[src/rtl/alu_req_arbiter_pkg.sv]
// Definitions shared by the ALU request arbiter: the 4-bit ALU opcode map,
// the last legal opcode and the arbiter FSM state type.
package alu_req_arbiter_pkg;

  typedef logic [3:0] alu_op_t;

  // Opcode map understood by the shared lab ALU
  localparam alu_op_t doNothing = 4'h0;
  localparam alu_op_t addu      = 4'h1;
  localparam alu_op_t subu      = 4'h2;
  localparam alu_op_t andOp     = 4'h3;
  localparam alu_op_t orOp      = 4'h4;
  localparam alu_op_t xorOp     = 4'h5;
  localparam alu_op_t notA      = 4'h6;
  localparam alu_op_t shiftL    = 4'h7;
  localparam alu_op_t shiftR    = 4'h8;
  localparam alu_op_t incA      = 4'h9;
  localparam alu_op_t decA      = 4'hA;
  localparam alu_op_t passA     = 4'hB;
  localparam alu_op_t passB     = 4'hC;
  localparam alu_op_t adduTwo   = 4'hD;

  // Anything above this opcode (4'hE, 4'hF) is rejected without touching the ALU
  localparam alu_op_t OP_LAST = adduTwo;

  typedef enum logic [1:0] {
    ARB_IDLE,
    ARB_EXEC,
    ARB_RESP
  } arb_state_t;

  function automatic logic isLegalOp(input alu_op_t op);
    return (op <= OP_LAST);
  endfunction

endpackage

[src/rtl/alu_req_arbiter_rr_pick.sv]
// Combinational round-robin picker for the ALU request arbiter.
// Returns the first valid requester at or after rr_ptr, wrapping at NUM_REQ-1.
// Optional feature macro: ALU_ARB_PRIO_EN -- requester 0 wins whenever it is
// valid and the rotation only covers requesters 1..NUM_REQ-1.
module rr_pick #(
  parameter int NUM_REQ = 4
) (
  input  logic [NUM_REQ-1:0]         req,
  input  logic [$clog2(NUM_REQ)-1:0] rrPtr,
  output logic [$clog2(NUM_REQ)-1:0] grant,
  output logic                       anyValid
);

  localparam int IW = $clog2(NUM_REQ);

  logic [NUM_REQ-1:0] eligible;
  int                 idx;

  // Scan from the farthest offset back to rrPtr so the nearest valid request wins
  always_comb begin
    grant    = '0;
    anyValid = 1'b0;
    idx      = 0;
    eligible = req;
`ifdef ALU_ARB_PRIO_EN
    eligible[0] = 1'b0;
`endif
    for (int i = NUM_REQ - 1; i >= 0; i--) begin
      idx = int'(rrPtr) + i;
      if (idx >= NUM_REQ) idx = idx - NUM_REQ;
      if (eligible[IW'(idx)]) begin
        grant    = IW'(idx);
        anyValid = 1'b1;
      end
    end
`ifdef ALU_ARB_PRIO_EN
    if (req[0]) begin
      grant    = '0;
      anyValid = 1'b1;
    end
`endif
  end

endmodule

[src/rtl/alu_req_arbiter.sv]
// Shares one ALU among NUM_REQ requesters. A round-robin grant is taken in
// IDLE, the latched opcode/operands are held on the ALU for ALU_LAT cycles,
// and the captured result is returned with the requester index. Illegal
// opcodes skip the ALU and produce an error response one cycle later.
// Optional feature macro: ALU_ARB_PRIO_EN (requester 0 has strict priority
// and does not move the round-robin pointer).
module alu_req_arbiter
  import alu_req_arbiter_pkg::*;
#(
  parameter int NUM_REQ = 4,
  parameter int W       = 8,
  parameter int ALU_LAT = 1
) (
  input  logic                          clk,
  input  logic                          rst_n,
  input  logic [NUM_REQ-1:0]            req_valid,
  input  logic [NUM_REQ-1:0][3:0]       req_op,
  input  logic [NUM_REQ-1:0][W-1:0]     req_a,
  input  logic [NUM_REQ-1:0][W-1:0]     req_b,
  output logic [NUM_REQ-1:0]            req_ready,
  output logic [3:0]                    alu_op,
  output logic [W-1:0]                  alu_a,
  output logic [W-1:0]                  alu_b,
  input  logic [W-1:0]                  alu_result,
  output logic                          rsp_valid,
  input  logic                          rsp_ready,
  output logic [$clog2(NUM_REQ)-1:0]    rsp_id,
  output logic [W-1:0]                  rsp_data,
  output logic                          rsp_err
);

  localparam int IW = $clog2(NUM_REQ);
  localparam int LW = (ALU_LAT > 1) ? $clog2(ALU_LAT) : 1;
  localparam logic [LW-1:0] LAT_LAST = LW'(ALU_LAT - 1);

  arb_state_t    state;
  logic [IW-1:0] rrPtr;
  logic [IW-1:0] grant;
  logic [IW-1:0] nextPtr;
  logic [IW-1:0] latId;
  logic [LW-1:0] latCnt;
  logic          anyValid;
  alu_op_t       grantOp;

  rr_pick #(
    .NUM_REQ (NUM_REQ)
  ) uPick (
    .req      (req_valid),
    .rrPtr    (rrPtr),
    .grant    (grant),
    .anyValid (anyValid)
  );

  // Pointer for the next rotation and the opcode offered by the current winner
  always_comb begin
    nextPtr = (grant == IW'(NUM_REQ - 1)) ? '0 : grant + IW'(1);
    grantOp = req_op[grant];
  end

  // Accept strobe goes to the winner in IDLE only, and is forced low while in reset
  always_comb begin
    req_ready = '0;
    if (rst_n && (state == ARB_IDLE) && anyValid) req_ready[grant] = 1'b1;
  end

  // Arbiter FSM: grant and latch in IDLE, hold the ALU in EXEC, hold the response in RESP
  always_ff @(posedge clk or negedge rst_n) begin
    if (!rst_n) begin
      state     <= ARB_IDLE;
      rrPtr     <= '0;
      latId     <= '0;
      latCnt    <= '0;
      alu_op    <= doNothing;
      alu_a     <= '0;
      alu_b     <= '0;
      rsp_valid <= 1'b0;
      rsp_id    <= '0;
      rsp_data  <= '0;
      rsp_err   <= 1'b0;
    end else begin
      case (state)
        ARB_IDLE: begin
          if (anyValid) begin
            latId <= grant;
`ifdef ALU_ARB_PRIO_EN
            if (grant != '0) rrPtr <= nextPtr;
`else
            rrPtr <= nextPtr;
`endif
            if (isLegalOp(grantOp)) begin
              alu_op <= grantOp;
              alu_a  <= req_a[grant];
              alu_b  <= req_b[grant];
              latCnt <= '0;
              state  <= ARB_EXEC;
            end else begin
              rsp_valid <= 1'b1;
              rsp_id    <= grant;
              rsp_data  <= '0;
              rsp_err   <= 1'b1;
              state     <= ARB_RESP;
            end
          end
        end

        ARB_EXEC: begin
          if (latCnt == LAT_LAST) begin
            rsp_valid <= 1'b1;
            rsp_id    <= latId;
            rsp_data  <= alu_result;
            rsp_err   <= 1'b0;
            alu_op    <= doNothing;
            alu_a     <= '0;
            alu_b     <= '0;
            latCnt    <= '0;
            state     <= ARB_RESP;
          end else begin
            latCnt <= latCnt + LW'(1);
          end
        end

        ARB_RESP: begin
          if (rsp_ready) begin
            rsp_valid <= 1'b0;
            rsp_id    <= '0;
            rsp_data  <= '0;
            rsp_err   <= 1'b0;
            state     <= ARB_IDLE;
          end
        end

        default: begin
          state <= ARB_IDLE;
        end
      endcase
    end
  end

endmodule
[config.mk]
export PLATFORM = sky130hd
export DESIGN_NAME = alu_req_arbiter
export DESIGN_NICKNAME = d
export VERILOG_FILES = /design/src/rtl/alu_req_arbiter_pkg.sv /design/src/rtl/alu_req_arbiter_rr_pick.sv /design/src/rtl/alu_req_arbiter.sv
export SDC_FILE = /design/constraint.sdc
export NUM_CORES = 1
export LEC_CHECK = 0
export ABC_AREA = 1
export CAP_MARGIN = 20
export CORE_UTILIZATION = 65
export DETAILED_ROUTE_END_ITERATION = 10
export DONT_BUFFER_PORTS = 1
export PLACE_DENSITY = 0.81
export SYNTH_ARGS = -nofsm -noshare
export SYNTH_HDL_FRONTEND = slang
export SYNTH_SLANG_ARGS = --single-unit
[constraint.sdc]
create_clock -name clk -period 6.4 [get_ports clk]
set_input_delay 0.96 -clock clk [delete_from_list [all_inputs] [get_ports clk]]
set_output_delay 0.96 -clock clk [all_outputs]
set_load 0.02 [all_outputs]
==> results of run 1 <==
sequential cells by signal, indices dropped and copies added, names as in the netlist:
| register | flops |
|---|---|
| latId | 2 |
| alu_a | 8 |
| rsp_id | 2 |
| alu_op | 4 |
| alu_b | 8 |
| rsp_err | 1 |
| state | 2 |
| rrPtr | 2 |
| rsp_valid | 1 |
| rsp_data | 8 |
worst max-delay path: stages, from the launching register on:
cell     delay [ps]
dfrtp_1         620
nand2_1         170
nand3_2         120
nand2_1         100
inv_2           110
nand2_2          70
nand2_4          90
nand2_4         290
inv_1           680
ha_1            270
inv_1            40
nor2_1          310
cell type report:
cell class | count | area share (%)
multi-input cells | 293 | 54.4
inverters | 54 | 7.21
clock buffers | 7 | 3.00
clock inverters | 1 | 0.174
well taps | 50 | 2.17
flip-flops and latches | 38 | 33.0
per-layer routing:
metal	GRT usage, %	vias to the layer above	part of all wire (%)
met1	38.8	1179	43
met5	0	-	0
li1	-	1303	-
met3	7.73	10	9.4
met2	45.7	121	47
met4	9.64	0	1.3
worst max-delay path by stage:
stage	to	slack [ps]	cells after the start
2_1_floorplan	req_ready[0]	3040	14
5_1_grt	req_ready[2]	2050	11
6_report	req_ready[0]	2250	11
3_5_place_dp	req_ready[0]	2280	12
4_1_cts	req_ready[0]	2260	11
3_3_place_gp	req_ready[2]	2410	12
cell usage after synthesis, types with 2 or more instances:
cell        n
a21oi_1     3
nor2_1     26
nand2_4     5
inv_1      51
ha_1        8
inv_2       2
o22ai_1     2
buf_6       5
nand3_1    43
nand3b_1    3
nand2_1   104
o21ai_0    36
o211ai_1   16
nand3_2     5
buf_4       3
clkbuf_1    9
dfrtp_1    38
buf_2       9
nand3_4     3
nand2_2    14
nand4_1    20
stage by stage:
| stage | worst slack, ps | cells |
|---|---|---|
| detailed placement | 2280 | 435 |
| CTS | 2260 | 443 |
| floorplan | 3040 | 412 |
| global route | 2050 | 443 |
| finish | 2250 | 443 |
| global placement | 2410 | 435 |
power by group through the flow:
stage	combinational, µW	clock, µW	sequential, µW
2_1_floorplan	1240	0	482
3_3_place_gp	1300	0	510
3_5_place_dp	1340	0	513
4_1_cts	1350	168	509
5_1_grt	1550	182	521
6_report	1350	168	508
placed cells by master, fill, tap and decap left out:
cell type,instances
ha_1,8
clkinv_2,1
a21oi_1,3
clkbuf_8,6
nand4_1,20
o21bai_1,1
clkbuf_1,1
nor3_1,1
o21ai_2,1
o21ai_0,36
nand3b_1,3
inv_2,2
inv_6,1
nand2_2,14
nand3_4,3
nor2_2,1
nor2_1,25
nand3_2,5
nand3_1,43
inv_1,51
a21boi_2,1
o22ai_1,2
nand2_1,104
a21boi_0,1
dfrtp_1,38
o211ai_1,16
nand2_4,5
cell families after synthesis:
logic type      count (synthesis)  synth area share, %
simple gates                  224                 38.2
buf+inv                        81                 12.8
compound gates                 61                 12.6
flops                          38                 33.0
fa+ha+maj                       8                 3.47
==> flow_metrics.tcl, run 1 <==
set metrics [dict create \
    synthArstFlopShare_pct 100 \
    crit-reg2reg-launch "rrPtr[0]$_DFFE_PN0P_" \
    place.gp.congestion 0.908 \
    worstMarginPinSlew_ps 976 \
    fin_crit_ps 4150 \
    routed-via-count 2613 \
    clk_pin_slew_ps 70 \
    clkPwrFrac_pct 8.3 \
    n_antenna_cell 0 \
    final_nets 495 \
    placed_area_um2 2790 \
    arrival_ps 3190 \
    cp-startpoint "rrPtr[0]$_DFFE_PN0P_" \
    rows 23 \
    via_per_inst 5.90 \
    clock_tree.buffer_depth 2 \
    cts_hold_buf 0 \
    syn_nets 515 \
    crit_path_end_kind "primary output" \
    holdWs_ps 356 \
    cts_setup_buffers 0 \
    drc 0 \
    power_leakage_uw 0.00155 \
    power_density_nw_per_um2 704 \
    stdcell_area_um2 2880 \
    hpwl_mm 4.79 \
    cts_tree "built" \
    status "complete, no violations" \
    firstDrtPassIters 5 \
    yosysWarnings 0 \
    slew_headroom_pct 34.9 \
    slew_viol_final 0 \
    totalPowerFinal_uw 2030 \
    insertion_delay_ps 290 \
    p_comb_share_pct 66.7 \
    overflow 0 \
    synth_area_um2 2890 \
    wl_per_cell_um 15.0 \
    finalHoldViolCount 0 \
    path_class "reg -> out" \
    min_period_over_period_pct 64.9 \
    cap_violations 0 \
    clock_sinks 38 \
    yosys.area.top_type "dfrtp_1" \
    synth_edf_count 0 \
    finalSetupViolations 0 \
    cp_max_fo 59 \
    p_sw_uw 1190 \
    synth_area_leaders "dfrtp_1, nand2_1, nand3_1" \
    ios 131 \
    seq_area_um2 951 \
    utilization_pct 69.5 \
    peakVddDrop_mv 0.688 \
    dieWidth_um 68.6 \
    finClkSkew_ps 2.62 \
    yosys.area.top_type_share_pct 33.0 \
    synth.distinct_cells 28 \
    avgSynthCellArea_um2 7.00 \
    htreeDepth 2 \
    synth_cells 412 \
    fmax_ghz 0.241 \
    cts_buffers 5 \
    die_area_um2 4710 \
    io_buffers 0 \
    setup_tns_ps 0 \
    die_height_um 68.6 \
    hold_class "in -> async" \
    synth_seq_cells 38 \
    pwr-share-seq_pct 25.1 \
    antenna_found_initial 0 \
    clockRootBuffer "clkbuf_8" \
    area_growth_pct -0.174 \
    wl_mm 6.62 \
    grt_pass1_vias 2178 \
    start_kind "flop" \
    drive_above_1_share_pct 10.2 \
    dominantRegCellSynth "dfrtp_1" \
    rsz0062_at_grt "false" \
    switching_share_pct 58.7 \
    p_int_uw 838 \
    multi_input_area_um2 1570 \
    reg2reg_depth 14 \
    r2r-end "rsp_err$_DFFE_PN0P_" \
    grt_max_degree 60 \
    start_util_pct 69.6 \
    drt_iter0_drc 209 \
    grt_pass1_wl_mm 10.1 \
    grt_use_total_pct 29.2 \
    yosysSeqAreaShare_pct 33.0 \
    cp.required_ps 5440 \
    core_area_um2 4140 \
    fillers 392 \
    worst-r2r-setup-slack_ps 3270 \
    cts_resized 0 \
    ant_nets 0 \
]
Power figures use the tool's default switching activity.
==> run 2, diff against run 1 <==
--- a/config.mk
+++ b/config.mk
@@ -7,10 +7,10 @@
 export LEC_CHECK = 0
 export ABC_AREA = 1
 export CAP_MARGIN = 20
-export CORE_UTILIZATION = 65
+export CORE_UTILIZATION = 58
 export DETAILED_ROUTE_END_ITERATION = 10
 export DONT_BUFFER_PORTS = 1
-export PLACE_DENSITY = 0.81
+export PLACE_DENSITY = 0.76
 export SYNTH_ARGS = -nofsm -noshare
 export SYNTH_HDL_FRONTEND = slang
 export SYNTH_SLANG_ARGS = --single-unit
==> constraint.sdc (replaced) <==
create_clock -name clk -period 3.5 [get_ports clk]
set_input_delay 0.525 -clock clk [delete_from_list [all_inputs] [get_ports clk]]
set_output_delay 0.525 -clock clk [all_outputs]
set_load 0.02 [all_outputs]
==> run 2 against run 1 <==
Die area rose by 12%. Count of clock-buffer cells in the layout shrank 1. Clock power rose to 2.8 times the previous value. Combinational power grew 91%. Routed wire length is 6.3% higher.
==> flow_metrics.tcl, run 2 (synthesis gave the netlist of run 1 again) <==
set metrics [dict create \
    final_nets 503 \
    start_kind "flop" \
    utilization_pct 63.6 \
    hold_class "in -> async" \
    seq_area_um2 951 \
    mostFrequentLayoutCells "nand2_1, inv_1, nand3_1" \
    n_antenna_cell 0 \
    core_area_um2 4750 \
    grt_pass1_wl_mm 10.9 \
    finClkSkew_ps 11.9 \
    overflow 0 \
    drc 0 \
    die_height_um 72.5 \
    final_common_cell "nand2_1" \
    finalHoldViolCount 0 \
    io_buffers 0 \
    fmax_ghz 0.316 \
    antenna_found_initial 0 \
    peakVddDrop_mv 1.02 \
    clock_sinks 38 \
    switching_share_pct 56.5 \
    worstMarginPinSlew_ps 816 \
    grt_pass1_vias 2271 \
    drive_above_1_share_pct 12.0 \
    grt_max_degree 60 \
    place.gp.congestion 0.892 \
    ant_nets 0 \
    cts_resized 0 \
    slew_headroom_pct 45.4 \
    clockRootBuffer "clkbuf_8" \
    pwr-share-seq_pct 23.4 \
    via_per_inst 5.65 \
    setup_tns_ps 0 \
    wl_per_cell_um 15.0 \
    p_comb_share_pct 64.9 \
    path_class "reg -> out" \
    clkPwrFrac_pct 11.7 \
    cp_max_fo 59 \
    power_leakage_uw 0.00162 \
    cts_buffers 5 \
    p_int_uw 1730 \
    dieWidth_um 72.5 \
    start_util_pct 60.7 \
    min_period_over_period_pct 90.3 \
    status "complete, no violations" \
    holdWs_ps 58.4 \
    clock_tree.buffer_depth 2 \
    hpwl_mm 5.29 \
    drt_iter0_drc 165 \
    wl_mm 7.04 \
    rsz0062_at_grt "false" \
    totalPowerFinal_uw 3970 \
    fin_crit_ps 3160 \
    die_area_um2 5260 \
    clk_pin_slew_ps 80 \
    cap_violations 0 \
    fillers 438 \
    largest_registers "alu_a: 8 flops, alu_b: 8 flops, rsp_data: 8 flops" \
    grt_use_total_pct 27.1 \
    ios 131 \
    p_sw_uw 2240 \
    routed-via-count 2642 \
    firstDrtPassIters 4 \
    insertion_delay_ps 300 \
    multi_input_area_um2 1570 \
    arrival_ps 2630 \
    cp.required_ps 2970 \
    slew_viol_final 0 \
    htreeDepth 2 \
    cts_tree "built" \
    rows 25 \
    power_density_nw_per_um2 1310 \
    crit_path_end_kind "primary output" \
    area_growth_pct 4.77 \
    finalSetupViolations 0 \
]
[run 2: cell types whose count changed in the layout (fill, tap and decap cells not counted)]
cell	change
clkbuf_1	-1
buf_4	+7
clkinv_2	-1
bufinv_16	+2
nor2_1	+1
nor2_2	-1
buf_12	+1
[run 2: final timing paths]
path,startpoint,slack [ps],cells after the start,endpoint
worst max-delay path,rrPtr[0]$_DFFE_PN0P_,340,13,req_ready[2]
worst min-delay path,rst_n,60,1,alu_a[2]$_DFFE_PN0P_
worst max register to register,rrPtr[0]$_DFFE_PN0P_,570,15,alu_op[0]$_DFFE_PN0P_
worst min register to register,latId[1]$_DFFE_PN0P_,490,2,latId[1]$_DFFE_PN0P_
max in group asynchronous,rst_n,3240,1,alu_b[5]$_DFFE_PN0P_
min in group clk,alu_result[0],460,4,rsp_data[0]$_DFFE_PN0P_
[run 2: worst max-delay path, stage by stage (launching register included)]
cell and delay, ps:
dfrtp_1 580, inv_6 90, nand2_2 110, nand3_2 80, nand2_1 110, nand3_4 90
nand2_2 90, nand2_4 80, nand2_4 410, inv_1 210, ha_1 250, inv_1 50
nor2_1 40, buf_4 150
[run 2: power by group through the flow]
stage / sequential, µW / clock, µW / combinational [µW]
after CTS: 929 / 469 / 2580
after global routing: 946 / 490 / 2910
after detailed placement: 938 / 0 / 2550
after floorplan: 881 / 0 / 2260
final: 928 / 465 / 2580
after global placement: 934 / 0 / 2480
[run 2: per-stage QoR]
stage               std cells  worst slack (ps)  area, µm²
floorplan                 412              1010       2890
global placement          459               660       2860
detailed placement        459               581       2860
CTS                       468               348       3020
global route              468               145       3020
finish                    468               340       3020
[run 2: layout make-up]
| cell class | count | area share (%) |
|---|---|---|
| clock buffers | 6 | 2.73 |
| repair buffers | 8 | 2.40 |
| inverters | 54 | 6.87 |
| multi-input cells | 293 | 51.8 |
| clock inverters | 2 | 1.99 |
| well taps | 67 | 2.77 |
| flip-flops and latches | 38 | 31.5 |
[run 2: metal layers]
layer / GRT usage [%] / up-vias / share of wire [%]
met5: 0 / - / 0
met4: 6.97 / 0 / 0.72
met3: 5.56 / 6 / 8.0
met2: 41.0 / 123 / 46
met1: 39.4 / 1192 / 45
li1: - / 1321 / -
[run 2: what timing repair did]
action                                 4_1_cts  5_1_grt
setup buffers                                0        0
endpoints found under the hold margin       38        0
hold buffers                                 1        0
==> run 3, diff against run 2 <==
--- a/config.mk
+++ b/config.mk
@@ -7,6 +7,7 @@
 export LEC_CHECK = 0
 export ABC_AREA = 1
 export CAP_MARGIN = 20
+export CORE_ASPECT_RATIO = 1.1
 export CORE_UTILIZATION = 58
 export DETAILED_ROUTE_END_ITERATION = 10
 export DONT_BUFFER_PORTS = 1
==> run 3 against run 2 <==
Critical path depth unchanged. Final cell count decreased by 2.1%. First-iteration DRC count decreased by 9.7%. Sequential cell count unchanged. Non-clock buffer count increased by 1. Clock skew decreased by 6.9 ps. Utilization increased by 0.27 points. Fmax about the same. Register-to-register slack improved by 50 ps. Routed wire length decreased by 4.8%. Global-route usage decreased by 1.2 points. Largest cell class unchanged. Highest routed layer unchanged.
==> flow_metrics.tcl, run 3 (synthesis gave the netlist of run 1 again) <==
set metrics [dict create \
    status "complete, no violations" \
    path_class "reg -> out" \
    p_sw_uw 2200 \
    drt_iter0_drc 149 \
    antenna_found_initial 0 \
    switching_share_pct 56.0 \
    grt_pass1_wl_mm 10.9 \
    clock_tree.buffer_depth 2 \
    firstDrtPassIters 5 \
    cts_buffers 5 \
    drive_above_1_share_pct 12.2 \
    htreeDepth 2 \
    via_per_inst 5.69 \
    min_period_over_period_pct 90.3 \
    drc 0 \
    n_antenna_cell 0 \
    wl_per_cell_um 14.6 \
    overflow 0 \
    worstMarginPinSlew_ps 785 \
    final_nets 504 \
    clk_pin_slew_ps 80 \
    die_height_um 76.0 \
    core_area_um2 4720 \
    wl_mm 6.70 \
    hold_class "in -> async" \
    fin_crit_ps 3160 \
    rsz0062_at_grt "false" \
    rows 26 \
    mostFrequentLayoutCells "nand2_1, inv_1, nand3_1" \
    slew_viol_final 0 \
    clockRootBuffer "clkbuf_8" \
    cp_max_fo 59 \
    ant_nets 0 \
    finalSetupViolations 0 \
    grt_max_degree 60 \
    finClkSkew_ps 5.05 \
    crit-reg2reg-launch "rrPtr[0]$_DFFE_PN0P_" \
    p_comb_share_pct 65.0 \
    routed-via-count 2604 \
    clock_sinks 38 \
    hpwl_mm 5.07 \
    start_kind "flop" \
    place_ws_ps 644 \
    power_leakage_uw 0.00163 \
    cts_setup_buffers 0 \
    reg2reg_depth 15 \
    dieWidth_um 69.3 \
    area_growth_pct 4.38 \
    cts_tree "built" \
    setup_tns_ps 0 \
    grt_pass1_vias 2291 \
    peakVddDrop_mv 0.935 \
    totalPowerFinal_uw 3930 \
    p_int_uw 1730 \
    slew_headroom_pct 47.4 \
    start_util_pct 61.2 \
    pwr-share-seq_pct 23.6 \
    worst-r2r-setup-slack_ps 620 \
    insertion_delay_ps 290 \
    cts_hold_buf 1 \
    finalHoldViolCount 0 \
    cp.required_ps 2970 \
    clkPwrFrac_pct 11.4 \
    power_density_nw_per_um2 1310 \
    grt_use_total_pct 25.9 \
    final_common_cell "nand2_1" \
    cap_violations 0 \
    largest_registers "alu_a: 8 flops, alu_b: 8 flops, rsp_data: 8 flops" \
    fmax_ghz 0.316 \
    cts_resized 0 \
    io_buffers 0 \
    place.gp.congestion 0.888 \
    die_area_um2 5260 \
    crit_path_end_kind "primary output" \
    layout_setup_ws_ps 338 \
    r2r-end "rsp_valid$_DFFE_PN0P_" \
    ios 131 \
    arrival_ps 2640 \
]
## run 3: cell types whose count changed in the layout (fill, tap and decap cells not counted)
cell,change
buf_4,+1
clkbuf_8,-1
clkinv_4,+1
## run 3: metal layers
layer / up-vias / GRT usage, % / part of all wire [%]
met3: 9 / 6.88 / 9.4
met4: 0 / 8.57 / 1.8
met5: - / 0 / 0
li1: 1323 / - / -
met1: 1151 / 36.2 / 43
met2: 121 / 38.7 / 45
## run 3: how the worst max path moves through the flow
stage / from / end / slack, ps / cells past startpoint
after floorplan: req_valid[0] / req_ready[0] / 1010 / 14
after CTS: rrPtr[0]$_DFFE_PN0P_ / req_ready[2] / 340 / 13
final: rrPtr[0]$_DFFE_PN0P_ / req_ready[2] / 340 / 13
after global routing: rrPtr[0]$_DFFE_PN0P_ / req_ready[0] / 130 / 13
after global placement: rrPtr[0]$_DFFE_PN0P_ / req_ready[2] / 720 / 13
after detailed placement: rrPtr[0]$_DFFE_PN0P_ / rsp_data[4]$_DFFE_PN0P_ / 640 / 15
## run 3: layout make-up
class	instances	area, µm²
clock inverter	3	68.8
multi-input combinational	293	1570
tap	56	70.1
clock buffer	5	68.8
fill	444	1710
sequential	38	951
timing repair buffer	9	80.1
inverter	54	208
## run 3: power groups by stage
stage | Combinational [µW] | Clock, µW | Sequential, µW
floorplan | 2260 | 0 | 881
global placement | 2490 | 0 | 937
detailed placement | 2540 | 0 | 941
CTS | 2560 | 455 | 933
global route | 2930 | 468 | 951
finish | 2560 | 448 | 929
## run 3: through the flow
stage	hold WS [ps]	area (µm²)	cells	utilization, %
3_5_place_dp	230	2850	449	60.5
6_report	58.1	3010	458	63.8
5_1_grt	66.9	3010	458	63.8
2_1_floorplan	229	2890	412	-
4_1_cts	64.0	3010	458	63.8
3_3_place_gp	230	2850	449	60.5
## run 3: critical path, stage by stage (launching register included)
cell	delay (ps)
dfrtp_1	600
inv_6	90
nand2_4	80
nand3_1	90
nand2_1	120
nand3_4	90
nand2_2	80
nand2_4	70
nand2_4	410
inv_1	200
ha_1	240
inv_1	50
nor2_1	50
buf_4	160
